===== src/rtl/mul_q_pkg.sv =====
// Shared definitions for the pipelined Q-format multiplier: rounding modes and saturation bounds.
// Latency: none (constants and constant functions only).
// Backpressure: not applicable.
package mul_q_pkg;

    localparam logic [1:0] RND_TRUNC     = 2'b00;
    localparam logic [1:0] RND_HALF_UP   = 2'b01;
    localparam logic [1:0] RND_HALF_EVEN = 2'b10;

    // Wide enough for any rounding-path width a real instance will use.
    localparam int BOUND_W = 256;

    // Largest value representable in a w-bit two's complement word, sign-extended.
    function automatic logic signed [BOUND_W-1:0] sat_hi(input int w);
        logic signed [BOUND_W-1:0] one;
        one    = '0;
        one[0] = 1'b1;
        return (one <<< (w - 1)) - one;
    endfunction

    // Smallest value representable in a w-bit two's complement word, sign-extended.
    function automatic logic signed [BOUND_W-1:0] sat_lo(input int w);
        logic signed [BOUND_W-1:0] one;
        one    = '0;
        one[0] = 1'b1;
        return -(one <<< (w - 1));
    endfunction

endpackage


===== src/rtl/q_round_sat.sv =====
// Rounds a full-width signed product back to Q(W-FRAC).FRAC and saturates or wraps on overflow.
// Latency: combinational.
// Backpressure: none; the caller registers the result.
module q_round_sat
    import mul_q_pkg::*;
#(
    parameter int W    = 32,
    parameter int FRAC = 16,
    parameter int SAT  = 1
) (
    input  logic signed [2*W-1:0] p,
    input  logic [1:0]            rnd_mode,
    output logic [W-1:0]          y,
    output logic                  ovf
);

    // One extra bit over the shifted product so the +1 increment can never wrap.
    localparam int RW = 2*W - FRAC + 1;
    localparam logic signed [RW-1:0] Y_MAX = RW'(sat_hi(W));
    localparam logic signed [RW-1:0] Y_MIN = RW'(sat_lo(W));

    logic signed [RW-1:0] q_ext;
    logic signed [RW-1:0] rounded;
    logic [FRAC-1:0]      r;
    logic [FRAC-1:0]      r_low;
    logic                 r_low_nz;
    logic                 inc;

    // Floor shift, rounding increment, range check and clamp.
    always_comb begin
        q_ext    = {p[2*W-1], p[2*W-1:FRAC]};
        r        = p[FRAC-1:0];
        // Remainder bits below the half-LSB weight: nonzero means r is strictly above or below half.
        r_low           = r;
        r_low[FRAC-1]   = 1'b0;
        r_low_nz        = |r_low;
        inc = 1'b0;
        case (rnd_mode)
            RND_HALF_UP:   inc = r[FRAC-1];
            RND_HALF_EVEN: inc = r[FRAC-1] & (r_low_nz | q_ext[0]);
            default:       inc = 1'b0;
        endcase
        rounded = q_ext + {{(RW-1){1'b0}}, inc};
        ovf     = (rounded > Y_MAX) || (rounded < Y_MIN);
        y       = rounded[W-1:0];
        if ((SAT != 0) && ovf) begin
            y = rounded[RW-1] ? Y_MIN[W-1:0] : Y_MAX[W-1:0];
        end
    end

endmodule


===== src/rtl/mul_q_pipe.sv =====
// Pipelined signed Q-format multiplier with selectable rounding, saturation, tag passthrough and sticky overflow.
// Latency: exactly STAGES cycles (1..3) from acceptance to out_valid when not stalled.
// Backpressure: whole pipe freezes while out_valid & !out_ready; in_ready = !out_valid | out_ready.
module mul_q_pipe
    import mul_q_pkg::*;
#(
    parameter int W      = 32,
    parameter int FRAC   = 16,
    parameter int STAGES = 3,
    parameter int SAT    = 1,
    parameter int TAG_W  = 8
) (
    input  logic             clk,
    input  logic             rst,
    input  logic             in_valid,
    output logic             in_ready,
    input  logic [W-1:0]     a,
    input  logic [W-1:0]     b,
    input  logic [1:0]       rnd_mode,
    input  logic [TAG_W-1:0] tag_in,
    output logic             out_valid,
    input  logic             out_ready,
    output logic [W-1:0]     y,
    output logic [TAG_W-1:0] tag_out,
    output logic             ovf,
    output logic             ovf_sticky,
    input  logic             clr_ovf
);

    logic en;

    assign en       = !out_valid | out_ready;
    assign in_ready = en;

    // Multiplier operands, either registered or straight from the ports.
    logic [W-1:0]     m_a;
    logic [W-1:0]     m_b;
    logic [1:0]       m_mode;
    logic [TAG_W-1:0] m_tag;
    logic             m_vld;

    generate
        if (STAGES == 3) begin : g_opreg
            logic [W-1:0]     a_q;
            logic [W-1:0]     b_q;
            logic [1:0]       mode_q;
            logic [TAG_W-1:0] tag_q;
            logic             vld_q;

            // Operand register: captures the accepted pair with its mode and tag.
            always_ff @(posedge clk or posedge rst) begin
                if (rst) begin
                    vld_q  <= 1'b0;
                    a_q    <= '0;
                    b_q    <= '0;
                    mode_q <= RND_TRUNC;
                    tag_q  <= '0;
                end else if (en) begin
                    vld_q <= in_valid;
                    if (in_valid) begin
                        a_q    <= a;
                        b_q    <= b;
                        mode_q <= rnd_mode;
                        tag_q  <= tag_in;
                    end
                end
            end

            assign m_a    = a_q;
            assign m_b    = b_q;
            assign m_mode = mode_q;
            assign m_tag  = tag_q;
            assign m_vld  = vld_q;
        end else begin : g_no_opreg
            assign m_a    = a;
            assign m_b    = b;
            assign m_mode = rnd_mode;
            assign m_tag  = tag_in;
            assign m_vld  = in_valid;
        end
    endgenerate

    logic signed [2*W-1:0] m_a_ext;
    logic signed [2*W-1:0] m_b_ext;
    logic signed [2*W-1:0] p_c;

    assign m_a_ext = {{W{m_a[W-1]}}, m_a};
    assign m_b_ext = {{W{m_b[W-1]}}, m_b};
    assign p_c     = m_a_ext * m_b_ext;

    // Product feeding the rounding stage, either registered or combinational.
    logic signed [2*W-1:0] rs_p;
    logic [1:0]            rs_mode;
    logic [TAG_W-1:0]      rs_tag;
    logic                  rs_vld;

    generate
        if (STAGES >= 2) begin : g_preg
            logic signed [2*W-1:0] p_q;
            logic [1:0]            mode_q;
            logic [TAG_W-1:0]      tag_q;
            logic                  vld_q;

            // Product register: full 2W-bit product travels with its mode and tag.
            always_ff @(posedge clk or posedge rst) begin
                if (rst) begin
                    vld_q  <= 1'b0;
                    p_q    <= '0;
                    mode_q <= RND_TRUNC;
                    tag_q  <= '0;
                end else if (en) begin
                    vld_q <= m_vld;
                    if (m_vld) begin
                        p_q    <= p_c;
                        mode_q <= m_mode;
                        tag_q  <= m_tag;
                    end
                end
            end

            assign rs_p    = p_q;
            assign rs_mode = mode_q;
            assign rs_tag  = tag_q;
            assign rs_vld  = vld_q;
        end else begin : g_no_preg
            assign rs_p    = p_c;
            assign rs_mode = m_mode;
            assign rs_tag  = m_tag;
            assign rs_vld  = m_vld;
        end
    endgenerate

    logic [W-1:0] rs_y;
    logic         rs_ovf;

    q_round_sat #(
        .W    (W),
        .FRAC (FRAC),
        .SAT  (SAT)
    ) u_round_sat (
        .p        (rs_p),
        .rnd_mode (rs_mode),
        .y        (rs_y),
        .ovf      (rs_ovf)
    );

    // Output register: holds the result until the consumer takes it.
    always_ff @(posedge clk or posedge rst) begin
        if (rst) begin
            out_valid <= 1'b0;
            y         <= '0;
            tag_out   <= '0;
            ovf       <= 1'b0;
        end else if (en) begin
            out_valid <= rs_vld;
            if (rs_vld) begin
                y       <= rs_y;
                tag_out <= rs_tag;
                ovf     <= rs_ovf;
            end
        end
    end

    // Sticky overflow: a delivered overflowing result beats a simultaneous clear.
    always_ff @(posedge clk or posedge rst) begin
        if (rst) begin
            ovf_sticky <= 1'b0;
        end else if (out_valid && out_ready && ovf) begin
            ovf_sticky <= 1'b1;
        end else if (clr_ovf) begin
            ovf_sticky <= 1'b0;
        end
    end

endmodule


===== config.mk =====
export PLATFORM = sky130hd
export DESIGN_NAME = mul_q_pipe
export DESIGN_NICKNAME = d
export VERILOG_FILES = /design/src/rtl/mul_q_pkg.sv /design/src/rtl/q_round_sat.sv /design/src/rtl/mul_q_pipe.sv
export SDC_FILE = /design/constraint.sdc
export NUM_CORES = 2
export LEC_CHECK = 0
export ABC_CLOCK_PERIOD_IN_PS = 23200
export BUFFER_PORTS_ARGS = -buffer_cell sky130_fd_sc_hd__buf_4
export CAP_MARGIN = 20
export CORE_MARGIN = 2
export CORE_UTILIZATION = 55
export CTS_CLUSTER_DIAMETER = 30
export CTS_CLUSTER_SIZE = 12
export DETAILED_ROUTE_END_ITERATION = 8
export GPL_TIMING_DRIVEN = 0
export PLACE_DENSITY_LB_ADDON = 0.25
export RECOVER_POWER = 100
export SYNTH_ARGS = -nofsm -noshare
export SYNTH_HDL_FRONTEND = slang
export SYNTH_SLANG_ARGS = --single-unit
export TNS_END_PERCENT = 30

===== constraint.sdc =====
create_clock -name clk -period 23.2 [get_ports clk]
set_input_delay 0 -clock clk [delete_from_list [all_inputs] [get_ports clk]]
set_output_delay 0 -clock clk [all_outputs]
set_load 0.03 [all_outputs]

After elaboration in Yosys (flattened, before gate mapping)
Index checks and enable logic that the tools add are counted.
Cells by class
  $add $sub $neg: 1
  multipliers: 1
  magnitude comparators: 2
  equal/unequal tests: 2
  multiplexer cells: 5
  bitwise gates (word level): 3
  reduce and logical (&&, ||, !) cells: 9
Operator list (number)
  $mul 32x32->64: 1
  $mux 32: 2
  $add 48x2->49: 1
  $gt 49x32->1 const B: 1
  $lt 49x32->1 const B: 1
  $reduce_or 15->1: 1
  $reduce_and 2->1: 3
  $eq 2x1->1 const B: 1
  $eq 2x2->1 const B: 1
  $logic_and 1x1->1: 2
  $mux 1: 2
  $or 1x1->1: 2
  $pmux 1 s2: 1
  $reduce_bool 2->1: 1
  $and 1x1->1: 1
  $logic_not 1->1: 1
  $logic_or 1x1->1: 1
Storage, ports and cells
  flip-flop bits (word level): 193
  bits of input ports: 79
  output and inout bits: 44
  word-level logic and storage cells: 37

Longest topological paths before layout
  word-level depth: 8
  depth in mapped cells: 28
  mapped depth without buffers: 26

Cells and area by module
Synthesis repeated with hierarchy kept, for this count alone.
Second synthesis, totals
  cell total of the unflattened synthesis: 4637
  area total of the unflattened synthesis: 44970.6 um^2
Modules (own cells, without submodules)
  mul_q_pipe: times used 1, cells each 4411, area an instance 43224.0 um^2, seq. area each 4829.6 um^2
  q_round_sat: times used 1, cells each 226, area an instance 1746.7 um^2, seq. area each 0.0 um^2

Worst setup path before layout
No wires, ideal clock.
  path kind: register -> register
  start: reg g_opreg.a_q[31]
  end: reg g_preg.p_q[59]
  library setup time: 0.083 ns
  arrival time: 7.810 ns
  required time: 23.117 ns
  setup slack: 15.307 ns
  stages on the path, launching flop included: 27
  path buffers: 2
  period minus slack after synthesis: 7.893 ns
  path through: dfrtp_1 > clkbuf_1 > nand2_1 > inv_1 > fa_1 > inv_1 > fa_1 > inv_1 > fa_1 > fa_1 > inv_1 > fa_1 > inv_1 > fa_1 > fa_1 > fa_1 > ha_1 > clkbuf_1 > a21o_1 > a21oi_1 > nor2b_1 > o21a_1 > o41ai_1 > o22ai_1 > a211o_1 > xnor2_1 > o21ai_0
On the way
  cells in the longest elaborated chain, start to end: 1
Ends and longest elaborated chain
  from (decl): RTL line mul_q_pipe.sv:44  | logic [W-1:0] a_q;
  from (signal assigned): RTL line mul_q_pipe.sv:54  | a_q <= '0;
  from (signal assigned): RTL line mul_q_pipe.sv:61  | a_q <= a;
  $mul 32x32->64: RTL line mul_q_pipe.sv:89  | assign p_c = m_a_ext * m_b_ext;
  to (signal assigned): RTL line mul_q_pipe.sv:114  | p_q <= p_c;
  to (decl): RTL line mul_q_pipe.sv:99  | logic signed [2*W-1:0] p_q;
Every way passes these cells.
A chain may end at the register's enable or synchronous reset.

Worst setup path in the final report
  start: reg g_opreg.b_q[5]
  end: reg g_preg.p_q[63]
On the way
  cells in the longest elaborated chain, start to end: 1
Ends and longest elaborated chain
  from (decl): RTL line mul_q_pipe.sv:45  | logic [W-1:0] b_q;
  from (signal assigned): RTL line mul_q_pipe.sv:55  | b_q <= '0;
  from (signal assigned): RTL line mul_q_pipe.sv:62  | b_q <= b;
  $mul 32x32->64: RTL line mul_q_pipe.sv:89
Every way passes these cells.

==> results.ini <==
[sta]
finalSetupTns_ps = 0
drv_slew = 207
period_share_pct = 44.2
grt_setup_unrepaired = no
finClkSkew_ps = 21.1
period_needed_ps = 10260
whs_ps = 70.8
final_hold_viol_count = 0
relSlewSlack_pct = -244
worst_slew_pin_slew_ps = 5150
setup_viol = 0
max_freq_mhz = 97.4

[placed_design]
gp_congestion = 1.05
hpwl_um = 125000
postPlaceCellArea_um2 = 47200
port-buffer-count = 122

[detailed_routing]
routed_via_density = 5.90
ant_nets = 0
drc = 0
wire_per_inst_um = 26.1
drt-initial-drc-count = 3472
routed-via-count = 35300
dr.pass1.iters = 6
routed_wl_um = 156000

[logic_synthesis]
synth_most_common_cell = fa_1
synthArstFlopShare_pct = 100
synth.top_cells.by_count = fa_1, inv_1, nand2_1, and2_1, clkbuf_1
syn_nets = 6018
yosys_warnings = 0
syn_area_um2 = 44900
synth_top_area_share_pct = 48.3
synth_area_leader_cell = fa_1
ys_ff_latch = 193
ys_types = 70
synthFlopType = dfrtp_1
syn_avg_cell_area_um2 = 9.61
yosys-top-cells-area = fa_1, dfrtp_1, inv_1
syn_inst = 4669
seq_area_frac_synth_pct = 10.8
synth_edf_count = 0

[critical_path]
path_max_fanout = 10
cp.arrival_ps = 10640
cp-end-kind = register
critPathLaunchType = register
crit_type = reg -> reg
timing.rr.start = g_opreg.b_q[5]$_DFFE_PP0P_
worstPathRequired_ps = 23570
r2r_slack_ps = 12940
crit_start = g_opreg.b_q[5]$_DFFE_PP0P_

[floorplan]
num_rows = 104
die_h_um = 290
core_um2 = 80700
ioPinCount = 123
start_util_pct = 55.6
die_w_um = 290
die_area_um2 = 83900

[clock_tree]
insertion_delay_ps = 550
cts_root_buf = clkbuf_16
clk_pin_slew_ps = 90
cts-resized-gates = 0
cts_tree = built
cts_buffers = 17
cts.sinks = 193
h-tree-depth = 4
clockBufferDepth = 2

[job]
cap_violations = 3

[global_route]
antenna_found_initial = 26
grt_pass1_wl_um = 230000
grt_pass1_vias = 36200
grt_max_degree = 104
grt_use_total_pct = 38.7
grt-ovfl-total = 0

[outcome]
status = complete, but fails checks
violations = max-capacitance violations, max-slew violations

[cells_and_area]
stdcell_area_um2 = 48400
area_growth_pct = 7.87
final_nets = 6245
drive_above_1_share_pct = 4.52
n_fill_cell = 7051

[hold_path]
worstHoldPathType = in -> reg
min_from = out_ready

## state kept, by name (all words and copies together), names as in the netlist
register and flops:
g_opreg.a_q 32, g_opreg.b_q 32, g_opreg.mode_q 2, g_opreg.tag_q 8
g_opreg.vld_q 1, g_preg.mode_q 2, g_preg.p_q 64, g_preg.tag_q 8
g_preg.vld_q 1, out_valid 1, ovf 1, ovf_sticky 1
tag_out 8, y 32
## placed cells by master, fill, tap and decap left out, types with 12 or more instances in the layout
| master | Yosys | layout |
|---|---|---|
| a21o_1 | 33 | 33 |
| a21oi_1 | 72 | 72 |
| and2_1 | 520 | 516 |
| and3_1 | 15 | 15 |
| buf_4 | 0 | 77 |
| clkbuf_1 | 244 | 299 |
| clkbuf_16 | 0 | 17 |
| dfrtp_1 | 193 | 193 |
| diode_2 | 0 | 13 |
| dlygate4sd3_1 | 0 | 77 |
| fa_1 | 1082 | 1082 |
| ha_1 | 188 | 188 |
| inv_1 | 972 | 971 |
| mux2_2 | 86 | 86 |
| nand2_1 | 671 | 671 |
| nand2b_1 | 14 | 14 |
| nand3_1 | 49 | 49 |
| nand4_1 | 39 | 39 |
| nor2_1 | 75 | 75 |
| nor2b_1 | 12 | 12 |
| nor3_1 | 20 | 21 |
| o21a_1 | 12 | 12 |
| o21ai_0 | 93 | 93 |
| o311ai_0 | 7 | 32 |
| xnor2_1 | 52 | 52 |
| xor2_1 | 45 | 45 |
## worst max-delay path, cell delays in order, from the launching register on
cell,delay [ps]
dfrtp_1,550
clkbuf_1,870
nand2_1,330
inv_1,170
fa_1,400
inv_1,270
fa_1,470
inv_1,250
fa_1,510
fa_1,930
inv_1,440
fa_1,600
inv_1,60
fa_1,550
fa_1,440
fa_1,470
ha_1,270
clkbuf_1,220
a21o_1,250
a21oi_1,160
nor2b_1,60
o21a_1,170
o41ai_1,800
o311ai_0,280
o21ai_0,230
a31o_2,230
a31oi_1,70
## through the flow
step           instances  util [%]  setup slack [ps]
2_1_floorplan       4669         -             15310
3_3_place_gp        5851      58.4             13300
3_5_place_dp        5854      58.5             13230
4_1_cts             5963      60.2             13150
5_1_grt             5970      59.9             12510
6_report            5982      60.0             12940
## metal layers
metal  vias up  part of all wire, %  track usage [%]
met5         -                0.086                0
met4        14                  8.5             26.7
met3       600                   12             11.6
met2      2181                   44             57.6
met1     18100                   36             48.9
li1      14300                    -                -
## final timing paths
kind	endpoint	cells past startpoint
max	g_preg.p_q[63]$_DFFE_PP0P_	26
min	out_valid$_DFFE_PP0N_	4
max reg2reg	g_preg.p_q[63]$_DFFE_PP0P_	26
min reg2reg	g_preg.tag_q[5]$_DFFE_PP0P_	2
max in group asynchronous	g_opreg.a_q[22]$_DFFE_PP0P_	4
min in group asynchronous	tag_out[1]$_DFFE_PP0P_	3
## repair_timing
action | CTS | global route
hold buffers | 77 | 0
endpoints found under the hold margin | 177 | 0
setup buffers | 0 | 0
## logic make-up after synthesis
group / synth area share (%)
xor gates and xnor gates: 1.89
DFF: 10.8
adders and majority gates: 53.5
muxes: 2.25
AOI/OAI and AO/OA: 4.81
buffers and inverters: 10.4
and+or+nand+nor: 16.4
## final cells by class
class / instances / area [µm²] / area share (%)
clock inverter: 14 / 190 / 0.393
clock buffer: 18 / 439 / 0.908
multi-input combinational: 3245 / 35300 / 73.0
antenna: 13 / 32.5 / 0.0672
timing repair buffer: 208 / 1640 / 3.38
sequential: 193 / 4830 / 9.98
inverter: 972 / 3650 / 7.54
tap: 1060 / 1330 / 2.74
buffer: 259 / 978 / 2.02
Power is not shown: default switching activity piles up to over one toggle a cycle in this logic, so the estimate is an artifact.
